`config.mk`:
```
export PLATFORM = sky130hd
export DESIGN_NAME = pow_share_arb
export DESIGN_NICKNAME = d
export VERILOG_FILES = /design/src/rtl/pow_share_arb.sv
export SDC_FILE = /design/constraint.sdc
export NUM_CORES = 1
export LEC_CHECK = 0
export ABC_AREA = 0
export CORE_UTILIZATION = 36
export CTS_BUF_LIST = sky130_fd_sc_hd__clkbuf_4
export DETAILED_ROUTE_END_ITERATION = 8
export PLACE_DENSITY_LB_ADDON = 0.1
export SYNTH_ARGS = -nofsm -noshare
export SYNTH_HDL_FRONTEND = slang
export SYNTH_SLANG_ARGS = --single-unit
```
`constraint.sdc`:
```
create_clock -name clk -period 3.55 [get_ports clk]
set_input_delay 0.8875 -clock clk [delete_from_list [all_inputs] [get_ports clk]]
set_output_delay 0.8875 -clock clk [all_outputs]
set_load 0.01 [all_outputs]
```
`src/rtl/pow_share_arb.sv`:
```
// Round-robin front end sharing one get_pow (one-hot -> bit index) unit between
// N_REQ requesters; results return tagged with the requester id on a valid/ready channel.

module get_pow #(
  parameter int unsigned W  = 8,
  parameter int unsigned PW = 3
) (
  input  logic [W-1:0]  number,
  output logic [PW-1:0] pow
);

  always_comb begin
    pow = '0;
    for (int unsigned i = 0; i < W; i++) begin
      if (number[i]) pow = PW'(i);
    end
  end

endmodule

module pow_share_arb #(
  parameter int unsigned N_REQ = 4,
  parameter int unsigned W     = 8,
  parameter int unsigned PW    = 3,
  parameter int unsigned IW    = 2
) (
  input  logic               clk,
  input  logic               rst,
  input  logic [N_REQ-1:0]   req_valid,
  input  logic [N_REQ*W-1:0] req_number,
  output logic [N_REQ-1:0]   req_ready,
  output logic               rsp_valid,
  input  logic               rsp_ready,
  output logic [IW-1:0]      rsp_id,
  output logic [PW-1:0]      rsp_pow,
  output logic               rsp_err
);

  typedef enum logic [1:0] {IDLE, CALC, RESP} state_t;

  state_t          state_q, state_d;
  logic [IW-1:0]   rr_q, rr_d;
  logic [IW-1:0]   id_q, id_d;
  logic [W-1:0]    op_q, op_d;
  logic            valid_q, valid_d;
  logic [IW-1:0]   rid_q, rid_d;
  logic [PW-1:0]   pow_q, pow_d;
  logic            err_q, err_d;

  logic            found;
  logic [IW-1:0]   grant;
  logic [PW-1:0]   gp_pow;
  logic            op_err;
  logic [W-1:0]    num_a [N_REQ];

  get_pow #(.W(W), .PW(PW)) u_get_pow (
    .number (op_q),
    .pow    (gp_pow)
  );

  // Search starts at rr_q and wraps, so the first hit is the round-robin winner.
  always_comb begin
    found = 1'b0;
    grant = '0;
    for (int unsigned k = 0; k < N_REQ; k++) begin
      if (!found && req_valid[IW'((32'(rr_q) + k) % N_REQ)]) begin
        found = 1'b1;
        grant = IW'((32'(rr_q) + k) % N_REQ);
      end
    end
  end

  always_comb begin
    for (int unsigned k = 0; k < N_REQ; k++) begin
      num_a[k] = req_number[k*W +: W];
    end
  end

  assign op_err = (op_q == '0) || ((op_q & (op_q - W'(1))) != '0);

  // Gated by rst so the grant is withdrawn the moment reset asserts.
  always_comb begin
    req_ready = '0;
    if (!rst && state_q == IDLE && found) req_ready[grant] = 1'b1;
  end

  always_comb begin
    state_d = state_q;
    rr_d    = rr_q;
    id_d    = id_q;
    op_d    = op_q;
    valid_d = valid_q;
    rid_d   = rid_q;
    pow_d   = pow_q;
    err_d   = err_q;
    case (state_q)
      IDLE: begin
        if (found) begin
          op_d    = num_a[grant];
          id_d    = grant;
          rr_d    = IW'((32'(grant) + 1) % N_REQ);
          state_d = CALC;
        end
      end
      CALC: begin
        valid_d = 1'b1;
        rid_d   = id_q;
        err_d   = op_err;
        pow_d   = op_err ? '0 : gp_pow;
        state_d = RESP;
      end
      RESP: begin
        if (rsp_ready) begin
          valid_d = 1'b0;
          state_d = IDLE;
        end
      end
      default: state_d = IDLE;
    endcase
  end

  always_ff @(posedge clk or posedge rst) begin
    if (rst) begin
      state_q <= IDLE;
      rr_q    <= '0;
      id_q    <= '0;
      op_q    <= '0;
      valid_q <= 1'b0;
      rid_q   <= '0;
      pow_q   <= '0;
      err_q   <= 1'b0;
    end else begin
      state_q <= state_d;
      rr_q    <= rr_d;
      id_q    <= id_d;
      op_q    <= op_d;
      valid_q <= valid_d;
      rid_q   <= rid_d;
      pow_q   <= pow_d;
      err_q   <= err_d;
    end
  end

  assign rsp_valid = valid_q;
  assign rsp_id    = rid_q;
  assign rsp_pow   = pow_q;
  assign rsp_err   = err_q;

endmodule
```
**Yosys cells after proc, flatten, opt, wreduce, memory -nomap -nowiden**

Index checks and enable logic that the tools add are counted.
W data, S select, Z words.

- Bits in registers: 21

- $add $sub $neg: 5
- $lt $le $gt $ge: 7
- Equal/unequal tests: 4
- Multiplexer cells: 35
- Bitwise gates (word level): 2
- Reduce and logical (&&, ||, !) cells: 18

Operators with widths:

| cell | number |
|---|---|
| $bmux W8 S2 | 1 |
| $mux W2 | 8 |
| $mux W8 | 2 |
| $lt A2 B3 Y1 const B | 5 |
| $mux W3 | 5 |
| $mux W1 | 11 |
| $and A8 B8 Y8 | 1 |
| $bmux W1 S2 | 4 |
| $logic_not A8 Y1 | 1 |
| $reduce_bool A8 Y1 | 1 |
| $sub A8 B1 Y8 const B | 1 |
| $logic_and A1 B1 Y1 | 6 |
| $pmux W2 S3 | 1 |
| $reduce_and A2 Y1 | 3 |
| $add A2 B1 Y2 const B | 2 |
| $add A2 B2 Y2 const B | 2 |
| $logic_not A1 Y1 | 4 |
| $mux W4 | 1 |
| $ne A2 B2 Y1 const B | 2 |
| $ge A3 B3 Y1 const B | 1 |
| $not A2 Y3 | 1 |
| $demux W1 S2 | 1 |
| $eq A2 B1 Y1 const B | 1 |
| $eq A2 B2 Y1 const B | 1 |
| other kinds (5) | 5 |

**Longest topological paths before layout**

- Word-level depth: 17
- Mapped depth: 8
- Gate-level depth less buffers: 7

**Modules after synthesis**

A second synthesis with hierarchy kept.

- Cells, all modules: 143
- Area, all modules: 1398.8 um^2

By module, submodules not included:

| module | instances | cells each | area each (um^2) | seq. area each (um^2) |
|---|---|---|---|---|
| pow_share_arb | 1 | 133 | 1353.8 | 525.5 |
| get_pow | 1 | 10 | 45.0 | 0.0 |

**Least setup slack after synthesis**

Ideal clock, no wire load.

- Path type: input to output
- Start point: in req_valid[0]
- End point: out req_ready[0]
- Arrival: 2.230 ns
- Data required time: 2.663 ns
- Slack: 0.432 ns
- Cell stages on the path: 8
- Path buffers: 2
- Cells stage by stage: nor2b_1 > or4_4 > buf_6 > nand2_4 > inv_4 > buf_12 > ha_1 > and3_1

- Longest elaborated chain between the ends: 17
- Elaborated cells between the ends (all ways): 29

RTL lines:

| what | RTL line | RTL |
|---|---|---|
| start: declaration | 29 | `input logic [N_REQ-1:0] req_valid,` |
| $bmux W1 S2 | 66 | `if (!found && req_valid[IW'((32'(rr_q) + k) % N_REQ)]) begin` |
| $mux W1 (not written as such) | 66 |  |
| $mux W1 | 66 |  |
| $logic_not A1 Y1 | 66 |  |
| $logic_and A1 B1 Y1 | 66 |  |
| $mux W1 | 66 |  |
| $logic_not A1 Y1 | 66 |  |
| $logic_and A1 B1 Y1 | 66 |  |
| (+2 left out) | - |  |
| $logic_and A1 B1 Y1 | 66 |  |
| $mux W2 * | 66 |  |
| via grant[0] | 51 | `logic [IW-1:0] grant;` |
| $lt A2 B3 Y1 (not written as such) or $ge A2 B1 Y1 (tied branches) | 84 | `if (!rst && state_q == IDLE && found) req_ready[grant] = 1'b1;` |
| $logic_and A1 B1 Y1 (not written as such) | 84 |  |
| $mux W1 (not written as such) | 84 |  |
| $demux W1 S2 * | 84 |  |
| $mux W4 * | 84 |  |
| end: declaration | 31 | `output logic [N_REQ-1:0] req_ready,` |

Mark *: on every way through the listed nets, which the timed path passes. The rest lies on a longest branch. The select of a mux whose other input is x is not followed.

**Worst setup path after layout**

- Start point: in req_valid[2]
- End point: out req_ready[2]

Same word-level chain as after synthesis.

==> flow_summary.ini <==
[logic_synthesis]
yosysUniqueCellTypes = 42
synth-seq-cells = 21
synth_edf_count = 0
synth_most_common_cell = dfrtp_1
synth_nets = 189
async_flop_share = 1.00
netlist_top_cells_area = dfrtp_1, mux2_4, nand2_1
syn_inst = 146
seq_area_frac_synth = 0.380
ys.flop_type = dfrtp_1
ys_top_cells_by_count = dfrtp_1, nand2_1, nand3_1, o21ai_0, inv_1
syn_area_um2 = 1380
synth_warnings = 0
syn_avg_cell_area_um2 = 9.48
synth_top_cell_by_area = dfrtp_1
synth_top_area_share = 0.380

[clock_network]
ctsLongestPathBuffers = 2
clock_latency_ns = 0.31
clk_pin_slew_ns = 0.11
cts_root_buf = clkbuf_4
htree_levels = 1
cts_made_buffers = 3
clock-sinks = 21
cts_tree = yes

[critical_path]
critPathCaptureType = output pin
setup.worst_path.class = input port to output pin
critical_path_required_ns = 2.66
crit_arrival_ns = 2.50
ff2ff_path_depth = 5
worstReg2RegEnd = op_q[2]
worst_setup_path_start_kind = input port
r2r-start = rr_q[1]
worstPathMaxFanout = 4
reg2reg_slack_ns = 1.46

[cells_and_area]
area_delta_synth_final_pct = 50.3
n_antenna_cell = 0
drive_gt1_frac = 0.208
nets = 260

[route]
ant_nets = 0
drt-wirelength-per-cell_um = 13.3
drt_wl_total_um = 3510
drc = 0
drt_iter0_markers = 38
vias = 1330
drt-vias-per-instance = 5.04
dr.pass1.iters = 4

[timing]
period_share = 0.954
skew_ns = 0.0107
hold_violations = 0
clock.fmax_mhz = 295
final-setup-viol-count = 0
slew_headroom = 0.460
setup_ws_ns = 0.163
slew_viol_final = 0
min_period_ns = 3.39
tightest_slew_ns = 0.803
rsz0062_at_grt = no
timing.hold.ws_ns = 0.487

[floorplan]
core_um2 = 3660
die-area_um2 = 4100
pin_count = 50
die_y_um = 64
row_count = 22
die_x_um = 64
start_util = 0.378

[global_routing]
antenna_found_initial = 0
grt_max_degree = 22
grt_pass1_wl_um = 5870
grt_util_all_layers = 0.186
grt.overflow.total = 0
grt_pass1_vias = 1380

[pwr]
power.total_uw = 1310
ir_drop_uv = 266
power_leakage_uw = 0.000949
p_per_area_nw_per_um2 = 629

[place]
io_buffers = 49
globalplace.congestion = 0.824
hpwl_um = 2880
dp_slack_ns = -0.294

[hold_path]
min_delay_path_depth = 2
min_from = rsp_id[1]
min_delay_worst_endpoint = rsp_id[1]
hp-class = register to register

[run_status]
status = completed

[flow_run]
max_cap_viol_count = 0
[layout make-up]
type,instances,area [um2]
fill,351,1580
multi-input combinational,112,797
timing repair buffer,70,633
sequential,21,526
tap,48,60.1
inverter,9,36.3
clock buffer,3,22.5
clock inverter,1,5.00
[layer usage]
layer	share of wire	vias up	global-route usage
met5	0	-	0
met4	0.0077	0	0.0682
met3	0.033	2	0.0161
met2	0.51	36	0.355
met1	0.44	613	0.211
li1	-	679	-
[registers in the layout (all words and copies together), names as in the netlist]
name       flops
rsp_pow        3
id_q           2
rr_q           2
rsp_id         2
op_q           8
state_q        2
rsp_err        1
rsp_valid      1
[metrics by stage]
stage                     setup TNS [ns]  cell area (um2)  std cells   util
after floorplan                        0             1380        146      -
after global placement            -0.900             2040        258  0.557
after detailed placement           -1.06             2040        258  0.557
after CTS                        -0.0978             2070        263  0.565
after global routing                   0             2080        264  0.568
final                                  0             2080        264  0.568
[placed cells by master, fill, tap and decap left out, drive strengths merged, types with 9 or more instances in the layout]
| cell | synthesis | final |
|---|---|---|
| buf | 2 | 21 |
| clkdlybuf4s50 | 0 | 42 |
| dfrtp | 21 | 21 |
| inv | 9 | 9 |
| nand2 | 19 | 19 |
| nand3 | 12 | 12 |
| o21ai | 12 | 12 |
[how the worst max path moves through the flow]
stage                    to          from  slack (ns)  depth (start not counted)
2_1_floorplan  req_ready[0]  req_valid[0]        0.43                          8
3_3_place_gp   req_ready[2]  req_valid[1]       -0.23                          8
3_5_place_dp   req_ready[0]  req_valid[1]       -0.29                          8
4_1_cts        req_ready[2]  req_valid[0]       -0.07                          8
5_1_grt        req_ready[0]  req_valid[2]        0.09                          8
6_report       req_ready[2]  req_valid[2]        0.16                          8
[worst max-delay path, stage by stage]
cell             delay, ns
clkdlybuf4s50_1       0.41
nor2b_1               0.14
or4_4                 0.44
nand2_4               0.11
inv_4                 0.04
ha_1                  0.17
and3_1                0.17
clkbuf_2              0.13
[kinds of logic after synthesis]
logic type                 share of synthesized area
buffers and inverters                         0.0543
adders and majority gates                     0.0434
DFF                                            0.380
muxes                                         0.0841
and+or+nand+nor                                0.254
AOI/OAI and AO/OA                              0.184
[timing repair]
| item | CTS | global route |
|---|---|---|
| cloned | 0 | 0 |
| hold buffers | 0 | 0 |
| pin swaps | 1 | 2 |
| endpoints found under the setup margin | 4 | 4 |
| endpoints found under the hold margin | 0 | 0 |
| gates resized for setup | 7 | 11 |
| setup buffers | 1 | 1 |
[where the power goes]
group | internal, uW | switching [uW]
clock network | 42.0 | 74.4
registers | 338 | 109
logic | 401 | 345
Power figures use the tool's default switching activity.
